### config.mk
export PLATFORM = sky130hd
export DESIGN_NAME = bsr_frame_ctrl_flat
export DESIGN_NICKNAME = d
export VERILOG_FILES = /design/src/rtl/bsr_frame_if.sv /design/src/rtl/bsr_frame_ctrl.sv /design/src/flat_wrapper.sv
export SDC_FILE = /design/constraint.sdc
export NUM_CORES = 1
export LEC_CHECK = 0
export CAP_MARGIN = 25
export CORE_MARGIN = 4
export CORE_UTILIZATION = 47
export DETAILED_ROUTE_END_ITERATION = 10
export PLACE_DENSITY_LB_ADDON = 0.15
export SKIP_CTS_REPAIR_TIMING = 1
export SYNTH_ARGS = -nofsm -noshare
export SYNTH_HDL_FRONTEND = slang
export SYNTH_SLANG_ARGS = --single-unit
### constraint.sdc
create_clock -name clk -period 3.53 [get_ports clk]
set_input_delay 0.706 -clock clk [delete_from_list [all_inputs] [get_ports clk]]
set_output_delay 0.706 -clock clk [all_outputs]
set_load 0.05 [all_outputs]
### src/rtl/bsr_frame_if.sv
// bsr_frame_if: requester handshake, serial link and receive-word bundle for bsr_frame_ctrl
//   req_valid/req_ready/req_dir/req_data : parallel frame request handshake
//   abort                                : terminate the frame in flight
//   sin/sout/sout_valid                  : serial link, one bit per cycle
//   busy                                 : controller not idle
//   rx_data/rx_valid                     : received word and its one-cycle pulse
// master = requester/link side, slave = controller side.
interface bsr_frame_if #(parameter int WIDTH = 4);
    logic             req_valid;
    logic             req_ready;
    logic             req_dir;
    logic [WIDTH-1:0] req_data;
    logic             abort;
    logic             sin;
    logic             sout;
    logic             sout_valid;
    logic             busy;
    logic [WIDTH-1:0] rx_data;
    logic             rx_valid;
    modport master (
        output req_valid, req_dir, req_data, abort, sin,
        input  req_ready, sout, sout_valid, busy, rx_data, rx_valid
    );
    modport slave (
        input  req_valid, req_dir, req_data, abort, sin,
        output req_ready, sout, sout_valid, busy, rx_data, rx_valid
    );
endinterface

### src/rtl/bsr_frame_ctrl.sv
// bsr_frame_ctrl: serialises a parallel word MSB- or LSB-first while capturing the serial input
//   clk : system clock, rising edge
//   rst : asynchronous reset, active low
//   bus : bsr_frame_if slave (request handshake, abort, serial link, received word)
// The idle cycle in which the next frame is accepted counts as one of the GAP idle
// cycles, so only GAP-1 cycles are spent in the GAP state. With GAP=0 the next frame
// is accepted on the last bit of the current one, giving contiguous frames.
module bsr_frame_ctrl #(
    parameter int WIDTH = 4,
    parameter int GAP   = 1
) (
    input logic       clk,
    input logic       rst,
    bsr_frame_if.slave bus
);
    localparam int BW = $clog2(WIDTH);
    localparam int GW = (GAP > 1) ? $clog2(GAP) : 1;
    typedef enum logic [1:0] {S_IDLE, S_SHIFT, S_GAP} state_t;
    state_t           state;
    logic [WIDTH-1:0] sr;
    logic [WIDTH-1:0] shifted;
    logic [WIDTH-1:0] rx_data;
    logic             rx_valid;
    logic             dir;
    logic [BW-1:0]    bit_cnt;
    logic [GW-1:0]    gap_cnt;
    logic             last;
    logic             chain;
    logic             accept;
    assign last    = (state == S_SHIFT) && (bit_cnt == BW'(WIDTH - 1));
    // chaining only exists without a gap; an abort on the last bit cancels it
    assign chain   = (GAP == 0) && last && !bus.abort;
    assign accept  = bus.req_valid && bus.req_ready;
    assign shifted = dir ? {sr[WIDTH-2:0], bus.sin} : {bus.sin, sr[WIDTH-1:1]};
    assign bus.req_ready  = (state == S_IDLE) || chain;
    assign bus.sout       = dir ? sr[WIDTH-1] : sr[0];
    assign bus.sout_valid = state == S_SHIFT;
    assign bus.busy       = state != S_IDLE;
    assign bus.rx_data    = rx_data;
    assign bus.rx_valid   = rx_valid;
    always_ff @(posedge clk or negedge rst) begin
        if (!rst) begin
            state    <= S_IDLE;
            sr       <= '0;
            dir      <= 1'b0;
            bit_cnt  <= '0;
            gap_cnt  <= '0;
            rx_data  <= '0;
            rx_valid <= 1'b0;
        end else begin
            rx_valid <= 1'b0;
            if (state != S_IDLE && bus.abort) begin
                state   <= S_IDLE;
                sr      <= '0;
                bit_cnt <= '0;
                gap_cnt <= '0;
            end else if (accept) begin
                // a chained accept also completes the frame in flight
                if (last) begin
                    rx_data  <= shifted;
                    rx_valid <= 1'b1;
                end
                state   <= S_SHIFT;
                sr      <= bus.req_data;
                dir     <= bus.req_dir;
                bit_cnt <= '0;
            end else if (state == S_SHIFT) begin
                sr <= shifted;
                if (last) begin
                    rx_data  <= shifted;
                    rx_valid <= 1'b1;
                    bit_cnt  <= '0;
                    gap_cnt  <= '0;
                    state    <= (GAP > 1) ? S_GAP : S_IDLE;
                end else begin
                    bit_cnt <= bit_cnt + 1'b1;
                end
            end else if (state == S_GAP) begin
                if (gap_cnt == GW'(GAP - 2)) begin
                    state   <= S_IDLE;
                    gap_cnt <= '0;
                end else begin
                    gap_cnt <= gap_cnt + 1'b1;
                end
            end
        end
    end
endmodule

### src/flat_wrapper.sv
// flat-port wrapper written by rule: the top's interface ports become plain ports
module bsr_frame_ctrl_flat 
#(
    parameter int WIDTH = 4,
    parameter int GAP   = 1
)
  (clk, rst, bus_req_valid, bus_req_dir, bus_req_data, bus_abort, bus_sin, bus_req_ready, bus_sout, bus_sout_valid, bus_busy, bus_rx_data, bus_rx_valid);
  bsr_frame_if #(.WIDTH(WIDTH)) bus_i ();
  input logic clk;
  input logic rst;
  input wire logic [$bits(bus_i.req_valid)-1:0] bus_req_valid;
  input wire logic [$bits(bus_i.req_dir)-1:0] bus_req_dir;
  input wire logic [$bits(bus_i.req_data)-1:0] bus_req_data;
  input wire logic [$bits(bus_i.abort)-1:0] bus_abort;
  input wire logic [$bits(bus_i.sin)-1:0] bus_sin;
  output wire logic [$bits(bus_i.req_ready)-1:0] bus_req_ready;
  output wire logic [$bits(bus_i.sout)-1:0] bus_sout;
  output wire logic [$bits(bus_i.sout_valid)-1:0] bus_sout_valid;
  output wire logic [$bits(bus_i.busy)-1:0] bus_busy;
  output wire logic [$bits(bus_i.rx_data)-1:0] bus_rx_data;
  output wire logic [$bits(bus_i.rx_valid)-1:0] bus_rx_valid;
  assign bus_i.req_valid = bus_req_valid;
  assign bus_i.req_dir = bus_req_dir;
  assign bus_i.req_data = bus_req_data;
  assign bus_i.abort = bus_abort;
  assign bus_i.sin = bus_sin;
  assign bus_req_ready = bus_i.req_ready;
  assign bus_sout = bus_i.sout;
  assign bus_sout_valid = bus_i.sout_valid;
  assign bus_busy = bus_i.busy;
  assign bus_rx_data = bus_i.rx_data;
  assign bus_rx_valid = bus_i.rx_valid;
  bsr_frame_ctrl #(.WIDTH(WIDTH), .GAP(GAP)) u_core (.clk(clk), .rst(rst), .bus(bus_i));
endmodule
==> impl_results.md <==
* GP Congestion at 0.719
* Hold Path End: u_core.bit_cnt[1]
* Multi-input gate area at 264 um^2
* Reg-to-Reg End: u_core.bus.rx_data[3]
* Crit path capture type: primary output
* Clk_lat worst skew at 0.28 ns
* Die Span Y at 45.0 um
* CTS H-tree lvls at 1
* Final net count at 80
* Wire per inst at 14.2 um
* Register area at 325 um^2
* Worst slack, placed at 1.30 ns
* Synth Area in XOR/XNOR at 0
* Fin. Hold Viols at 0
* Top-area cell type share of the netlist area at 0.505
* CP required at 2.82 ns
* CTS Root Cell: clkbuf_4
* Reg2Reg Depth at 2
* Layout fillers at 108
* Area contributors post-synth: dfrtp_1, mux2i_1, mux2_4
* Cells after Synth at 51
* GRT Util Overall at 0.137
* Critical path class: reg -> out
* Commonest non-fill, non-tap cell in the layout: clkdlybuf4s50_1
* Fmax at 393 MHz
* Clock Pin Slew Worst Setup and Hold Paths at 0.08 ns
* Routed wire length at 1.18 mm
* DRC violations left at 0
* Via count at 431
* Synth area leader: dfrtp_1
* Hold Path Stages at 1
* Initial DRC count at 3
* Overall Power at 0.534 mW
* Worst R2R Start: u_core.state[0]
* Die ar. at 2030 um^2
* CP Launch Type: flip-flop
* Final setup fails at 0
* Crit-path max cell delay at 0.70 ns
* CP max FO at 6
* GRT busiest layer: met2
* Layout cells sized above 1 at 0.118
* Chip width at 45.0 um
* GR Util met1 at 0.191
* Slowest-stage cell, CP: clkdlybuf4s50_1
* Area Growth Syn to Fin at 28.7%
* Setup tns final at 0 ns
* Pin count of the biggest net entering global routing at 16
* Mapped Nets at 62
* Leak at 0.397 nW
* Final period utilization at 0.720
* Max VDD drop at 0.000389 V
* Synth Warn # at 0
* Least-Margin Pin Slew at 0.553 ns
* Worst-path cell chain: mux2_2 > clkdlybuf4s50_1
* MaxCap Viol Count at 0
* Mapped Avg Cell Area at 12.6 um^2
* Post-Synth Simple-Gate Area at 0.0718
* Largest family of logic cells by synthesized area: multiplexers
* Final HPWL DP at 900 um
* Vias/cell at 5.19
* Unrepaired setup endpoints after global routing: no
* Hold path start: u_core.bit_cnt[1]
* Core area at 1300 um^2
* Post-synthesis cell type count at 21
* Pwr/cell area at 643 nW/um^2
* Yosys reg bits at 13
* Cell family with most CP delay: buffers and inverters
* Worst path buffer plus inverter count at 1
* Rel. slew slack at 0.630
* Sequential fraction of the synthesis area at 0.505
* HP Class: reg -> reg
* Hold_ws at 0.501 ns
* GR Util met3 at 0.0757
* First-pass GRT wire length at 1.95 mm
* ANT nets after route at 0
* CTS max path bufs at 2
* IO Pins at 19
* Most frequent cells in the layout: clkdlybuf4s50_1, dfrtp_1, mux2i_1
* Final-report max-slew violation count at 0
* Synth Area in Compound Gates at 0.0816
* Mux contribution to synthesized area at 0.237
* R2R setup slack at 2.09 ns
* Router iterations before antenna repair at 4
* Std cell rows at 13
* Placement Cell Area at 803 um^2
* Final worst path period need at 2.54 ns
* Design area at 830 um^2
* Initial antenna violation count at 0
* Synthesized cell area at 644 um^2
* Worst setup margin at 0.987 ns
* Cts bufs inserted at 3
* Ant diodes at 0
* Clock skew at 0.0115 ns
* Crit path DAT at 1.84 ns
* Starting Density at 0.495
* Grt total ovfl at 0
* Adder-cell share of the synthesized area at 0.0194
* CTS tree: yes
* IO buf count at 18
* Clock sinks at 13
* GR met2 Demand/Resource at 0.192
* Status: finished, final reports clean
* Vias in the first global route at 416
==> power breakdown <==
part           switching, mW  internal (mW)
Sequential            0.0319          0.183
Clock                 0.0483         0.0438
Combinational          0.135         0.0921
==> state kept, by name, summed over array words and instances (netlist names) <==
| register | flops |
|---|---|
| u_core.bus.rx_data | 4 |
| u_core.dir | 1 |
| u_core.sr | 4 |
| u_core.bit_cnt | 2 |
| u_core.state | 1 |
| u_core.bus.rx_valid | 1 |
==> through the flow <==
stage / instances / utilization
CTS: 83 / 0.638
global route: 83 / 0.638
floorplan: 51 / -
global placement: 79 / 0.617
detailed placement: 79 / 0.617
finish: 83 / 0.638
==> worst max-delay path by stage <==
stage	startpoint	to	slack, ns	depth (start not counted)
5_1_grt	u_core.dir	bus_sout	0.94	2
4_1_cts	u_core.dir	bus_sout	0.99	2
3_3_place_gp	u_core.dir	bus_sout	1.32	2
2_1_floorplan	u_core.state[0]	bus_req_ready	1.76	2
6_report	u_core.dir	bus_sout	0.99	2
3_5_place_dp	u_core.dir	bus_sout	1.30	2
==> final cells by class <==
type,count,share of cell area
well taps,15,0.0226
flip-flops and latches,13,0.392
inverters,4,0.0181
multi-input cells,29,0.318
repair buffers,18,0.217
clock buffers,4,0.0317
==> cells by family (layout without fill, tap and decap cells) <==
logic type | Yosys count | in the layout
fa+ha+maj | 1 | 1
compound gates | 7 | 7
flops | 13 | 13
simple gates | 7 | 7
mux | 14 | 14
buf+inv | 9 | 26
==> synthesized netlist by cell type <==
cell,count
a32o_1,1
dfrtp_1,13
inv_2,1
buf_6,2
nand2b_1,1
mux2i_1,10
buf_4,1
a21o_1,2
mux2_4,2
buf_2,2
mux2_1,1
nor4b_1,1
inv_1,3
and3b_1,1
o2bb2ai_1,1
ha_1,1
nor2_1,2
o22ai_1,3
mux2_2,1
nor2b_1,1
and2b_2,1
==> per-layer routing <==
metal  vias up  routed length (um)
met1       211                 544
met4         0                   0
met2        11                 551
li1        209                   -
met5         -                   0
met3         0                  83
No activity file was read; power rests on OpenSTA's default activity.
